$ cat src/rtl/mux16_scan_pkg.sv
// rtl/mux16_scan_pkg.sv - shared widths and FSM state encoding for the 16:1 scan serializer
package mux16_scan_pkg;

   localparam int DATA_W = 16;
   localparam int SEL_W  = 4;

   typedef enum logic [1:0] {
      IDLE   = 2'd0,
      SHIFT  = 2'd1,
      PARITY = 2'd2
   } state_e;

endpackage

$ cat src/rtl/mux_16cross1.sv
// rtl/mux_16cross1.sv - 16:1 bit multiplexer, y = data[sel]
module mux_16cross1
   import mux16_scan_pkg::*;
(
   input  logic [DATA_W-1:0] data,
   input  logic [SEL_W-1:0]  sel,
   output logic              y
);

   assign y = data[sel];

endmodule

$ cat src/rtl/mux16_scan_ctrl.sv
// rtl/mux16_scan_ctrl.sv - serializes a 16-bit word one bit per beat through mux_16cross1
// Define SCAN_PARITY_EN to append an XOR parity beat after the 16 data beats.
module mux16_scan_ctrl
   import mux16_scan_pkg::*;
#(
   parameter bit MSB_FIRST = 1'b0
)
(
   input  logic              clk,
   input  logic              rst,
   input  logic [DATA_W-1:0] in_data,
   input  logic              in_valid,
   output logic              in_ready,
   output logic              ser_out,
   output logic              ser_valid,
   input  logic              ser_ready,
   output logic              ser_last,
   output logic [SEL_W-1:0]  sel_out
);

   localparam logic [SEL_W-1:0] SEL_FIRST = MSB_FIRST ? {SEL_W{1'b1}} : '0;
   localparam logic [SEL_W-1:0] SEL_LAST  = MSB_FIRST ? '0 : {SEL_W{1'b1}};

   state_e              state_q, state_d;
   logic [DATA_W-1:0]   data_q, data_d;
   logic [SEL_W-1:0]    sel_q, sel_d;
   logic                y;
   logic                at_last;
   logic                beat;

   mux_16cross1 u_mux (
      .data (data_q),
      .sel  (sel_q),
      .y    (y)
   );

   assign at_last = (sel_q == SEL_LAST);
   assign beat    = ser_valid & ser_ready;
   assign sel_out = sel_q;

   always_ff @(posedge clk or posedge rst) begin
      if (rst) begin
         state_q <= IDLE;
         data_q  <= '0;
         sel_q   <= '0;
      end else begin
         state_q <= state_d;
         data_q  <= data_d;
         sel_q   <= sel_d;
      end
   end

   // sel stops on the last position; it is only reloaded by the next accept
   always_comb begin
      state_d = state_q;
      data_d  = data_q;
      sel_d   = sel_q;
      case (state_q)
         IDLE: begin
            if (in_valid) begin
               data_d  = in_data;
               sel_d   = SEL_FIRST;
               state_d = SHIFT;
            end
         end
         SHIFT: begin
            if (beat) begin
               if (at_last) begin
`ifdef SCAN_PARITY_EN
                  state_d = PARITY;
`else
                  state_d = IDLE;
`endif
               end else if (MSB_FIRST) begin
                  sel_d = sel_q - SEL_W'(1);
               end else begin
                  sel_d = sel_q + SEL_W'(1);
               end
            end
         end
`ifdef SCAN_PARITY_EN
         PARITY: begin
            if (beat) begin
               state_d = IDLE;
            end
         end
`endif
         default: state_d = IDLE;
      endcase
   end

   always_comb begin
      in_ready  = 1'b0;
      ser_valid = 1'b0;
      ser_last  = 1'b0;
      ser_out   = y;
      case (state_q)
         IDLE: in_ready = 1'b1;
         SHIFT: begin
            ser_valid = 1'b1;
`ifndef SCAN_PARITY_EN
            ser_last  = at_last;
`endif
         end
`ifdef SCAN_PARITY_EN
         PARITY: begin
            ser_valid = 1'b1;
            ser_last  = 1'b1;
            ser_out   = ^data_q;
         end
`endif
         default: ;
      endcase
   end

endmodule

$ cat config.mk
export PLATFORM = sky130hd
export DESIGN_NAME = mux16_scan_ctrl
export DESIGN_NICKNAME = d
export VERILOG_FILES = /design/src/rtl/mux16_scan_pkg.sv /design/src/rtl/mux_16cross1.sv /design/src/rtl/mux16_scan_ctrl.sv
export SDC_FILE = /design/constraint.sdc
export NUM_CORES = 1
export LEC_CHECK = 0
export CAP_MARGIN = 20
export CORE_MARGIN = 2
export CORE_UTILIZATION = 42
export DETAILED_ROUTE_END_ITERATION = 10
export GPL_TIMING_DRIVEN = 0
export PLACE_DENSITY_LB_ADDON = 0.3
export SLEW_MARGIN = 10
export SYNTH_ARGS = -nofsm -noshare
export SYNTH_HDL_FRONTEND = slang
export SYNTH_SLANG_ARGS = --single-unit
$ cat constraint.sdc
create_clock -name clk -period 1.4 [get_ports clk]
set_input_delay 0.14 -clock clk [delete_from_list [all_inputs] [get_ports clk]]
set_output_delay 0.14 -clock clk [all_outputs]
set_load 0.005 [all_outputs]
# Word level (Yosys, flattened, before mapping)

Index checks and enable logic that the tools add are counted.

Add/subtract/negate cells: 1
Magnitude comparators: 1
Equal/unequal tests: 6
Muxes and demuxes: 13
Bitwise gates (word level): 1
Reductions and logical operators: 5

Operators with widths:

| kind                                                 | number |
|---|---|
| 2-to-1 mux 4 bit                                     | 3 |
| inequality test 2 bit (second input constant)        | 4 |
| one-hot mux 4 bit (2 select lines)                   | 1 |
| 2-to-1 mux 2 bit                                     | 3 |
| < comparator 4 x 5 -> 1 bit (second input constant)  | 1 |
| adder 4 x 1 -> 4 bit (second input constant)         | 1 |
| binary-select mux 1 bit (select 4 bit)               | 1 |
| equality test 4 bit (second input constant)          | 1 |
| 2-to-1 mux 1 bit                                     | 4 |
| one-hot mux 2 bit (2 select lines)                   | 1 |
| AND reduction 4 bit                                  | 1 |
| AND reduction 3 bit                                  | 1 |
| equality test 2 x 1 -> 1 bit (second input constant) | 1 |
| logical NOT 2 bit                                    | 1 |
| AND reduction 2 bit                                  | 1 |
| nonzero test 2 bit                                   | 1 |
| AND 1 bit                                            | 1 |

Flip-flop bits (word level): 22
Bits of input ports: 20
Output and inout bits: 8

# Depth between registers and ports, before layout

Gate-level depths: netlist of the first run.

Depth in word-level cells: 5
Gate-level depth with buffers: 5
Gate-level depth less buffers: 4

# Hierarchy

Synthesis of the first run repeated with hierarchy kept, for this count alone.

Cell total of the unflattened synthesis: 69
Area, all modules: 1066.0 um^2

By module, submodules not included:

| module          | times used | cells an instance | area each (um^2) | sequential area each (um^2) |
|---|---|---|---|---|
| mux16_scan_ctrl | 1          | 62                | 930.9            | 525.5 |
| mux_16cross1    | 1          | 7                 | 135.1            | 0.0 |

# Least setup slack after synthesis of the first run

No wires, ideal clock.

Path kind: flip-flop to flip-flop
From: register sel_q[1] (netlist: sel_out[1])
To: register sel_q[1] (netlist: sel_out[1])
Library setup time: 127 ps
Data arrival time: 1368 ps
Data required time: 1273 ps
Slack: -95 ps
Cell stages (with the launch flop): 5
Buffers on the path: 0
Cells stage by stage: dfrtp_1 -> ha_1 -> and3_1 -> or2_1 -> mux2_1

Word-level cells in the longest chain between the ends: 4
Elaborated cells between the ends (all ways): 7
Classes of those cells: add/sub: 1; eq/ne: 2; mux: 3; reduce/logical: 1

Ends and longest elaborated chain:

| element                            | RTL line              | text |
|---|---|---|
| start, declared                    | mux16_scan_ctrl.sv:26 | `logic [SEL_W-1:0] sel_q, sel_d;` |
| start signal, assigned             | mux16_scan_ctrl.sv:49 | `sel_q <= sel_d;` |
| adder 4 x 1 -> 4 bit               | mux16_scan_ctrl.sv:77 | `sel_d = sel_q + SEL_W'(1);` |
| 2-to-1 mux 4 bit                   | mux16_scan_ctrl.sv:68 | `if (at_last) begin` |
| 2-to-1 mux 4 bit                   | mux16_scan_ctrl.sv:67 | `if (beat) begin` |
| one-hot mux 4 bit (2 select lines) | mux16_scan_ctrl.sv:58 | `case (state_q)` |

Several ways; a longest one is shown, not always the timed one. The select of a mux whose other input is x is not followed.
A chain may end at the register's enable or synchronous reset.

# Worst setup path after layout of the first run

From: register sel_q[0] (netlist: sel_out[0])
To: output port ser_out

Word-level cells in the longest chain between the ends: 2

Ends and longest elaborated chain:

| element                                | RTL line              | text |
|---|---|---|
| binary-select mux 1 bit (select 4 bit) | mux_16cross1.sv:10    | `assign y = data[sel];` |
| 2-to-1 mux 1 bit (implied by the code) | mux_16cross1.sv:10    |  |
| end, declared                          | mux16_scan_ctrl.sv:14 | `output logic ser_out,` |

No other way between the ends. The select of a mux whose other input is x is not followed.

==> impl_results.md, run 1 <==
* N_diodes at 0
* Gate Count Post-Synth at between 70 and 80
* Area of the mapped netlist at around 1000 sq um
* Fillers at roughly 190
* Layout cells sized above 1 at approximately a third
* CTS hold repair buffers at 0
* Placed Area at approximately 1400 sq um
* Tot Pwr at ~2.8 mW
* DR iter-0 viols at 4
* Largest net degree at the start of global routing at 22
* 1st-pass router iterations at 4
* Post-Synth XOR/XNOR Area at less than 1%
* CTS tree: yes
* Required @ worst endpoint at 1260 ps
* #FFs+latches synth at 21
* Max-Cap Viols at 0
* Starting density of the core at between 40% and 50%
* Least-Margin Pin Slew at just under 800 ps
* Nature of the critical path endpoint: primary output
* Initial antenna violation count at 0
* GR Overflow Total at 0
* Crit path cell chain: buf_6 -> mux4_2 -> mux2i_1 -> mux2i_1 -> buf_2
* Critical Path Max Stage Delay at about 500 ps
* Post-synthesis cell type count at 24
* Non-filler cells, final at 143
* Leading cell type in the layout, fill and taps excluded: clkdlybuf4s50_1
* Root buffer cell: clkbuf_4
* Simple-gate portion of the synthesized area at 6.380%
* Routed vias/inst at between 5 and 6
* DR WL/cell at ~15 microns
* Core Area at 2255 sq um
* DRT antenna net count at 0
* Largest family of logic cells by synthesized area: multiplexers
* Num Clock Sinks at 21
* Max Slew Vio Count at 0
* Fmax at ~540 MHz
* Status: complete, but fails checks
* Slowest CP cell: mux4_2
* Vias at 750
* Fin nets at about 140
* DRT Wirelength at 2.145 mm
* WHS at between 200 and 300 ps
* Residual DRC at 0
* # port buffers at 27
* RSZ-0062 raised after global routing: yes
* Critical path class: register to primary output
* CP Launch Type: register
* Post-Synth Adder-Cell Area at under 10%
* # IOs at 28
* Minimum clock period at about 1800 ps
* Most used cell, CP: mux2i_1
* Crit path max fanout at 5
* Worst Skew at about 13 ps
* YS warnings at 0
* RD Place Congestion at around 0.75
* Longest Clk Path Bufs at 2
* Dpl cells at 127
* Power Density at roughly 1900 nW/um^2
* Final period util at 131.5%
* Max-slew headroom at 47.48%
* Critical Path AT at ~1700 ps
* Die Y at 53.28 microns
* Core Util, Final at 65.21%
* Vias in the first global route at about 810
* Layout area overhead at 44.17%
* VDD IR-drop max at ~1100 uV
* Final Instance Area at 1470 sq um
* Setup ws final at -441.7 ps
* Syn_area_per_cell at roughly 14 sq um
* Final Setup Violations at 5
* Die span in x at 53.28 microns
* # H-tree levels at 1
* Mux cell area share after synthesis at 33.01%
* Total GRT Usage at approximately a fifth
* Die ar. at between 2000 and 3000 sq um
* Worst-skew pair later-pin latency at between 300 and 400 ps
* Syn Nets at 93
* Leak at ~0.68 nW
* Sequential-to-total area share from yosys stat at 51.53%
* Cts bufs inserted at 3
* Most frequent cells in the layout: 19 x clkdlybuf4s50_1, 18 x dfrtp_1, 13 x mux2_1
* CTS clock-pin slew for the worst setup and hold paths at approximately 120 ps
* Violated checks: setup timing
* Hold crit path type: primary input to async pin
* Final hold viol count at 0
* Global-route wire length before repair at approximately 3.7 mm
* FP Rows at 17
* Synth Area in Compound Gates at 3.190%
[power by group]
group / total [mW] / internal (mW) / switching (mW)
logic: 1.43 / 0.903 / 0.527
clock network: 0.294 / 0.107 / 0.187
registers: 1.07 / 0.898 / 0.169
total: 2.79 / 1.91 / 0.883
[layout make-up]
cell class                 count  area (sq um)  share of cell area (%)
sequential                    21         529.3                   36.00
buffer                         2         22.52                   1.532
clock buffer                   3         22.52                   1.532
inverter                       4         15.01                   1.021
tap                           28         35.03                   2.383
multi-input combinational     44         479.2                   32.60
clock inverter                 1         5.005                  0.3404
timing repair buffer          40         361.6                   24.60
[repair_timing]
| item | in CTS | in global routing |
|---|---|---|
| setup buffers | 13 | 1 |
| setup endpoints to repair | 18 | 25 |
| hold endpoints to repair | 0 | 0 |
| pin swaps | 5 | 1 |
| gates resized for setup | 26 | 6 |
[worst paths after layout]
| kind | to | cells past startpoint | from | slack, ps |
|---|---|---|---|---|
| max in group asynchronous | state_q[0] | 2 | rst | 590 |
| min in group clk | data_q[14] | 2 | in_data[14] | 410 |
| hold reg to reg | data_q[14] | 1 | data_q[14] | 490 |
| hold / removal | sel_out[0] | 2 | rst | 260 |
| setup reg to reg | sel_out[1] | 5 | sel_out[1] | -110 |
| setup / recovery | ser_out | 5 | sel_out[0] | -440 |
[state kept, by name, summed over array words and instances (netlist names)]
register and cells:
state_q 1, data_q 16, sel_out 4
[layer usage]
layer	share of wire (%)	routed length (microns)	vias to the layer above	GRT usage, %
li1	-	-	347	-
met2	50	1063	21	31.48
met3	3.6	77	5	3.390
met1	44	945	377	23.02
met4	2.7	58	0	11.54
met5	0	0	-	0
[through the flow]
| stage | worst slack (ps) | TNS (ps) |
|---|---|---|
| 6_report | -441.7 | -618.8 |
| 5_1_grt | -557.4 | -928.6 |
| 4_1_cts | -468.0 | -966.4 |
| 3_5_place_dp | -557.8 | -4456 |
| 3_3_place_gp | -541.7 | -4684 |
| 2_1_floorplan | -52.21 | -88.05 |
[synth_stat cells]
| cell | count | share of area (%) |
|---|---|---|
| mux4_1 | 4 | 10 |
| xnor2_1 | 1 | 0.86 |
| buf_6 | 1 | 1.1 |
| a21oi_1 | 1 | 0.49 |
| ha_1 | 1 | 1.2 |
| and3_1 | 1 | 0.61 |
| nand3_1 | 2 | 0.98 |
| mux2_2 | 3 | 3.3 |
| mux2_1 | 14 | 15 |
| nor2_1 | 1 | 0.37 |
| nand2_1 | 2 | 0.74 |
| inv_1 | 4 | 1.5 |
| dfrtp_1 | 21 | 52 |
| buf_4 | 1 | 0.74 |
| or2_1 | 1 | 0.61 |
| mux2i_1 | 4 | 3.9 |
| o311ai_0 | 1 | 0.86 |
| or4_1 | 1 | 0.74 |
| o22ai_1 | 1 | 0.61 |
| o21bai_1 | 1 | 0.74 |
| nor3_1 | 1 | 0.49 |
| o21ai_0 | 1 | 0.49 |
| buf_2 | 1 | 0.49 |
| nor2b_1 | 3 | 1.8 |
[worst max-delay path, delay by kind of cell (launching register included)]
kind	cells	cell delay, ps
multiplexers	3	740
flip-flops	1	380
buffers and inverters	2	260
[logic make-up after synthesis]
kind of cell             Yosys count
multiplexers                      25
XOR/XNOR                           1
AND/OR/NAND/NOR                   12
buffers and inverters              7
adder cells (fa/ha/maj)            1
AO/OA/AOI/OAI                      5
flip-flops                        21
(Power assumes the default switching activity.)
==> run 2: changes to the inputs <==
- CORE_UTILIZATION: 42 -> 45
- clock period: 1.4 -> 1.7 ns (I/O delays scaled with it)
==> impl_results.md, run 2 (synthesis gave the netlist of run 1 again) <==
* Hold crit path type: primary input to async pin
* Cts bufs inserted at 3
* FP Rows at 17
* FF/Latch Area at 526.8 sq um
* GR Overflow Total at 0
* DR iter-0 viols at 15
* Max-Cap Viols at 0
* DRT antenna net count at 0
* Longest Clk Path Bufs at 2
* Core Util, Final at about 63%
* Area of the multi-input gates at 451.7 sq um
* # H-tree levels at 1
* Core Area at 2170 sq um
* Layout cells sized above 1 at around 22%
* Residual DRC at 0
* Routed vias/inst at ~5
* Root buffer cell: clkbuf_4
* Fillers at approximately 180
* Nature of the critical path endpoint: primary output
* # port buffers at 27
* N_diodes at 0
* Worst Skew at approximately 5.1 ps
* CTS clock-pin slew for the worst setup and hold paths at 110 ps
* Num Clock Sinks at 21
* Leak at roughly 0.62 nW
* Final hold viol count at 0
* Placed Area at about 1300 sq um
* Initial antenna violation count at 0
* 1st-pass router iterations at 4
* Most frequent cells in the layout: 25 x clkdlybuf4s50_1, 20 x dfrtp_1, 14 x mux2_1
* CP Launch Type: register
* Minimum clock period at roughly 1900 ps
* Power Density at roughly 1500 nW/um^2
* Max-slew headroom at about half
* Violated checks: setup timing
* Vias at 698
* Vias in the first global route at around 770
* Worst-skew pair later-pin latency at ~310 ps
* Tot Pwr at between 2 and 2.5 mW
* Starting density of the core at between 40% and 50%
* Largest net degree at the start of global routing at 22
* Setup total negative slack at -173.3 ps
* Die span in x at roughly 52 microns
* DR WL/cell at approximately 14 microns
* VDD IR-drop max at ~860 uV
* Max Slew Vio Count at 0
* Final period util at 110.2%
* Total GRT Usage at between 15 and 20%
* Sequential power share at a little over two fifths
* Switching part of the total at between 30% and 40%
* RD Place Congestion at between 0.7 and 0.8
* Fin nets at 130
* Die ar. at between 2000 and 3000 sq um
* Least-Margin Pin Slew at 765.8 ps
* Clk network pwr share at between 10% and 20%
* Gate power share at 46.2%
* Die Y at a little over 50 microns
* Hpwl dp at ~1.4 mm
* DRT Wirelength at around 1.9 mm
* Most flops, register: data_q
* Critical Path AT at ~1700 ps
* Int Pwr at approximately 1.5 mW
* Required @ worst endpoint at roughly 1500 ps
* Final Instance Area at 1378 sq um
* Layout area overhead at 35.09%
* Number of flip-flops in the largest register at 16
* RSZ-0062 raised after global routing: yes
* Fmax at 533.8 MHz
* # IOs at 28
* Sw power at between 0.6 and 0.7 mW
* Crit path max fanout at 5
* Critical path class: register to primary output
* Leading cell type in the layout, fill and taps excluded: clkdlybuf4s50_1
* Status: complete, but fails checks
* Global-route wire length before repair at 3.318 mm
* WHS at a little under 300 ps
* CTS tree: yes
* Final Setup Violations at 1
* Setup ws final at -173.3 ps
==> run 2: cell count changes in the layout (fill, tap and decap cells not counted), moves of 2 or more <==
| cell | previous run | this run |
|---|---|---|
| clkdlybuf4s50_1 | 19 | 25 |
| buf_4 | 11 | 6 |
| buf_6 | 4 | 1 |
| dlygate4sd2_1 | 3 | 0 |
| dfrtp_1 | 18 | 20 |
| dfrtp_2 | 3 | 1 |
| dlymetal6s2s_1 | 2 | 0 |
==> run 2: critical path, stage by stage, from the launching register on <==
cell	delay (ps)
dfrtp_1	380
buf_6	130
mux4_2	500
mux2i_1	150
mux2i_1	100
buf_2	140
==> run 2: timing repair <==
item | 4_1_cts | 5_1_grt
resized for setup | 10 | 4
endpoints found under the setup margin | 2 | 2
setup buffers | 4 | 1
hold buffers | 0 | 0
==> run 2: per-stage QoR <==
stage	setup slack, ps	std cells
2_1_floorplan	204.7	72
3_5_place_dp	-282.3	127
5_1_grt	-282.6	136
3_3_place_gp	-238.4	127
6_report	-173.3	136
4_1_cts	-202.4	135
==> run 2: per-layer routing <==
metal | part of all wire (%) | global-route usage, %
met1 | 44 | 20.96
met4 | 2.7 | 10.53
met2 | 49 | 29.06
met3 | 3.5 | 3.736
met5 | 0 | 0
==> run 2: final cells by class <==
cell class                 count  share of cell area, %
sequential                    21                  38.24
multi-input combinational     44                  32.79
timing repair buffer          32                  21.62
tap                           28                  2.543
buffer                         3                  1.726
clock buffer                   3                  1.635
inverter                       4                  1.090
clock inverter                 1                 0.3633
==> run 2: final timing paths <==
kind / to / depth (start not counted) / slack (ps) / startpoint
setup / recovery: ser_out / 5 / -170 / sel_out[0]
hold / removal: data_q[15] / 2 / 290 / rst
setup reg to reg: sel_out[1] / 6 / 0 / sel_out[0]
hold reg to reg: data_q[14] / 1 / 500 / data_q[14]
max in group asynchronous: sel_out[1] / 2 / 890 / rst
min in group clk: state_q[0] / 2 / 440 / ser_ready
==> run 2: power by group through the flow <==
stage / sequential, mW / clock [mW] / combinational, mW
2_1_floorplan: 0.859 / 0 / 0.578
3_3_place_gp: 0.893 / 0 / 0.866
3_5_place_dp: 0.910 / 0 / 0.902
4_1_cts: 0.891 / 0.250 / 0.979
5_1_grt: 0.930 / 0.270 / 1.09
6_report: 0.893 / 0.238 / 0.973
==> RTL change 1 (config.mk and constraints of run 1) <==
Add a define of `SCAN_PARITY_EN`.
--- a/src/rtl/mux16_scan_ctrl.sv
+++ b/src/rtl/mux16_scan_ctrl.sv
@@ -1,4 +1,6 @@
 // rtl/mux16_scan_ctrl.sv - serializes a 16-bit word one bit per beat through mux_16cross1
 // Define SCAN_PARITY_EN to append an XOR parity beat after the 16 data beats.
+`define SCAN_PARITY_EN
+
 module mux16_scan_ctrl
    import mux16_scan_pkg::*;
Function: same outputs for any inputs over 10 cycles, from zero or initial values and one cycle with rst high; that may be too few to reach the edited logic, so the function may still have changed.
==> RTL change 1 against run 1 <==
The flow finishes with violations (design-rule violations, negative setup slack); sequential cell count is 1 higher; synthesized cell count is 40% higher; routed wire length is 33% higher; design area is 38% higher; worst setup slack worse by 0.37 ns; synthesized area is 23% higher; critical endpoint unchanged.
Power is not compared: it rests on default switching activity, and its combinational part moved more than twofold at a synthesized area within 25%.
==> RTL change 1: results (changes against run 1) <==
global-route wire length before repair=4802 um (+31%); CTS max path bufs=2 (unchanged); DR vias/cell=5.249 (about the same); vias in the first global route=984 (+21%); Mapped Nets=126 (+35%); Initial DRC Count=12 (+8); DR pass1 iterations=7 (+3); Max VDD drop=roughly 1300 uV; placed cell area=0.001592 mm2 (+18%); CP arrival=2.08 ns (+0.38 ns); top post-synthesis cells by area=dfrtp_1, mux2_2, xnor2_1; met1 GRT Util=0.2543 (+0.02411); Async S/R FF share, synth=1.000 (unchanged); failing checks=design-rule violations, negative setup slack; Placer Congestion=0.8771 (+16%); share of layout cells above drive strength 1=0.4733 (+0.1429); Nets=177 (+29%); Residual DRC=2 (+2); global-route usage over all layers=0.1911 (about the same); GRT met3 Usage=0.03297 (-0.0009313); H-tree levels=1 (unchanged); Unique masters post-synth=22 (-8.3%); most instantiated cells after synthesis=dfrtp_1, mux2_2, xnor2_1, nand2_1; Clk Tree Root Cell=clkbuf_4; total wire length=2859 um (+33%); CP Max Fanout=6 (+1); Worst-Skew Late Latency=approximately 0.31 ns; r2r worst-path depth=7 (+2); Final setup viols=23 (+18); worst clock skew=0.007010 ns (-0.006299 ns); Port Buffers=27 (unchanged); largest net degree at the start of global routing=23 (+4.5%); setup ws final=-0.8152 ns (-0.3735 ns); Biggest register=data_q; Worst-Margin Slew=0.8212 ns (+0.03423 ns); status=finished with violations; pre-CTS setup slack=-0.8467 ns (-0.2889 ns); grt met2 use=0.3162 (+0.001397); Reg2Reg Capture Point=data_q[15]; Seq/Total Area, Yosys=0.4400 (-0.07534); R2R setup slack=-0.18 ns (-0.07 ns); Filler Cells Inserted=209 (+9.4%); reg2reg start=state_q[0]
## RTL change 1: cells by family (layout without fill, tap and decap cells)
family | after synthesis | after routing | share of synthesized area
compound gates | 10 | 10 | 0.04800
xor+xnor | 16 | 16 | 0.1120
fa+ha+maj | 5 | 5 | 0.05000
buf+inv | 7 | 56 | 0.03299
flops | 22 | 22 | 0.4400
mux | 22 | 22 | 0.2510
simple gates | 19 | 19 | 0.06600
## RTL change 1: area by class of cell
type	count	area share
plain buffers	3	0.02343
clock buffers	3	0.01110
inverters	4	0.007398
multi-input cells	72	0.4254
flip-flops and latches	22	0.2725
well taps	31	0.01911
repair buffers	46	0.2411
## RTL change 1: what timing repair did
item | CTS | global route
pin swaps | 10 | 11
gates resized for setup | 53 | 21
setup endpoints to repair | 20 | 28
hold buffers | 0 | 0
endpoints found under the hold margin | 0 | 0
cloned | 1 | 0
buffers inserted | 14 | 4
## RTL change 1: stage by stage
step	total power, uW	util	hold slack, ns	setup TNS, ns	cells
floorplan	3063	-	0.1292	-0.5997	101
global placement	3618	0.5674	0.5354	-2.297	159
detailed placement	3689	0.5674	0.5394	-2.754	159
CTS	4671	0.6793	0.3013	-2.832	177
global route	5402	0.7235	0.3457	-6.000	181
finish	5049	0.7235	0.2760	-4.192	181
## RTL change 1: worst max-delay path, cell delays in order (launching register included)
cell and delay (ns):
dfrtp_1 0.38, buf_6 0.13, mux4_2 0.49, mux4_2 0.47, nor2_1 0.09, a21oi_1 0.06
buf_2 0.13
## RTL change 1: worst max-delay path by stage
stage | slack (ns) | start | endpoint
3_5_place_dp | -0.85 | sel_out[0] | ser_out
3_3_place_gp | -0.82 | sel_out[0] | ser_out
2_1_floorplan | -0.34 | sel_out[0] | ser_out
5_1_grt | -0.93 | sel_out[0] | ser_out
6_report | -0.82 | sel_out[0] | ser_out
4_1_cts | -0.81 | sel_out[0] | ser_out
## RTL change 1: power by group
part | internal [uW] | switching (uW)
registers | 933 | 297
logic | 2200 | 1330
clock network | 101 | 180
total | 3240 | 1810
## RTL change 1: metal layers
| metal | vias up | wire length [um] |
|---|---|---|
| li1 | 450 | - |
| met1 | 472 | 1247 |
| met2 | 23 | 1445 |
| met3 | 5 | 117 |
| met4 | 0 | 48 |
| met5 | - | 0 |
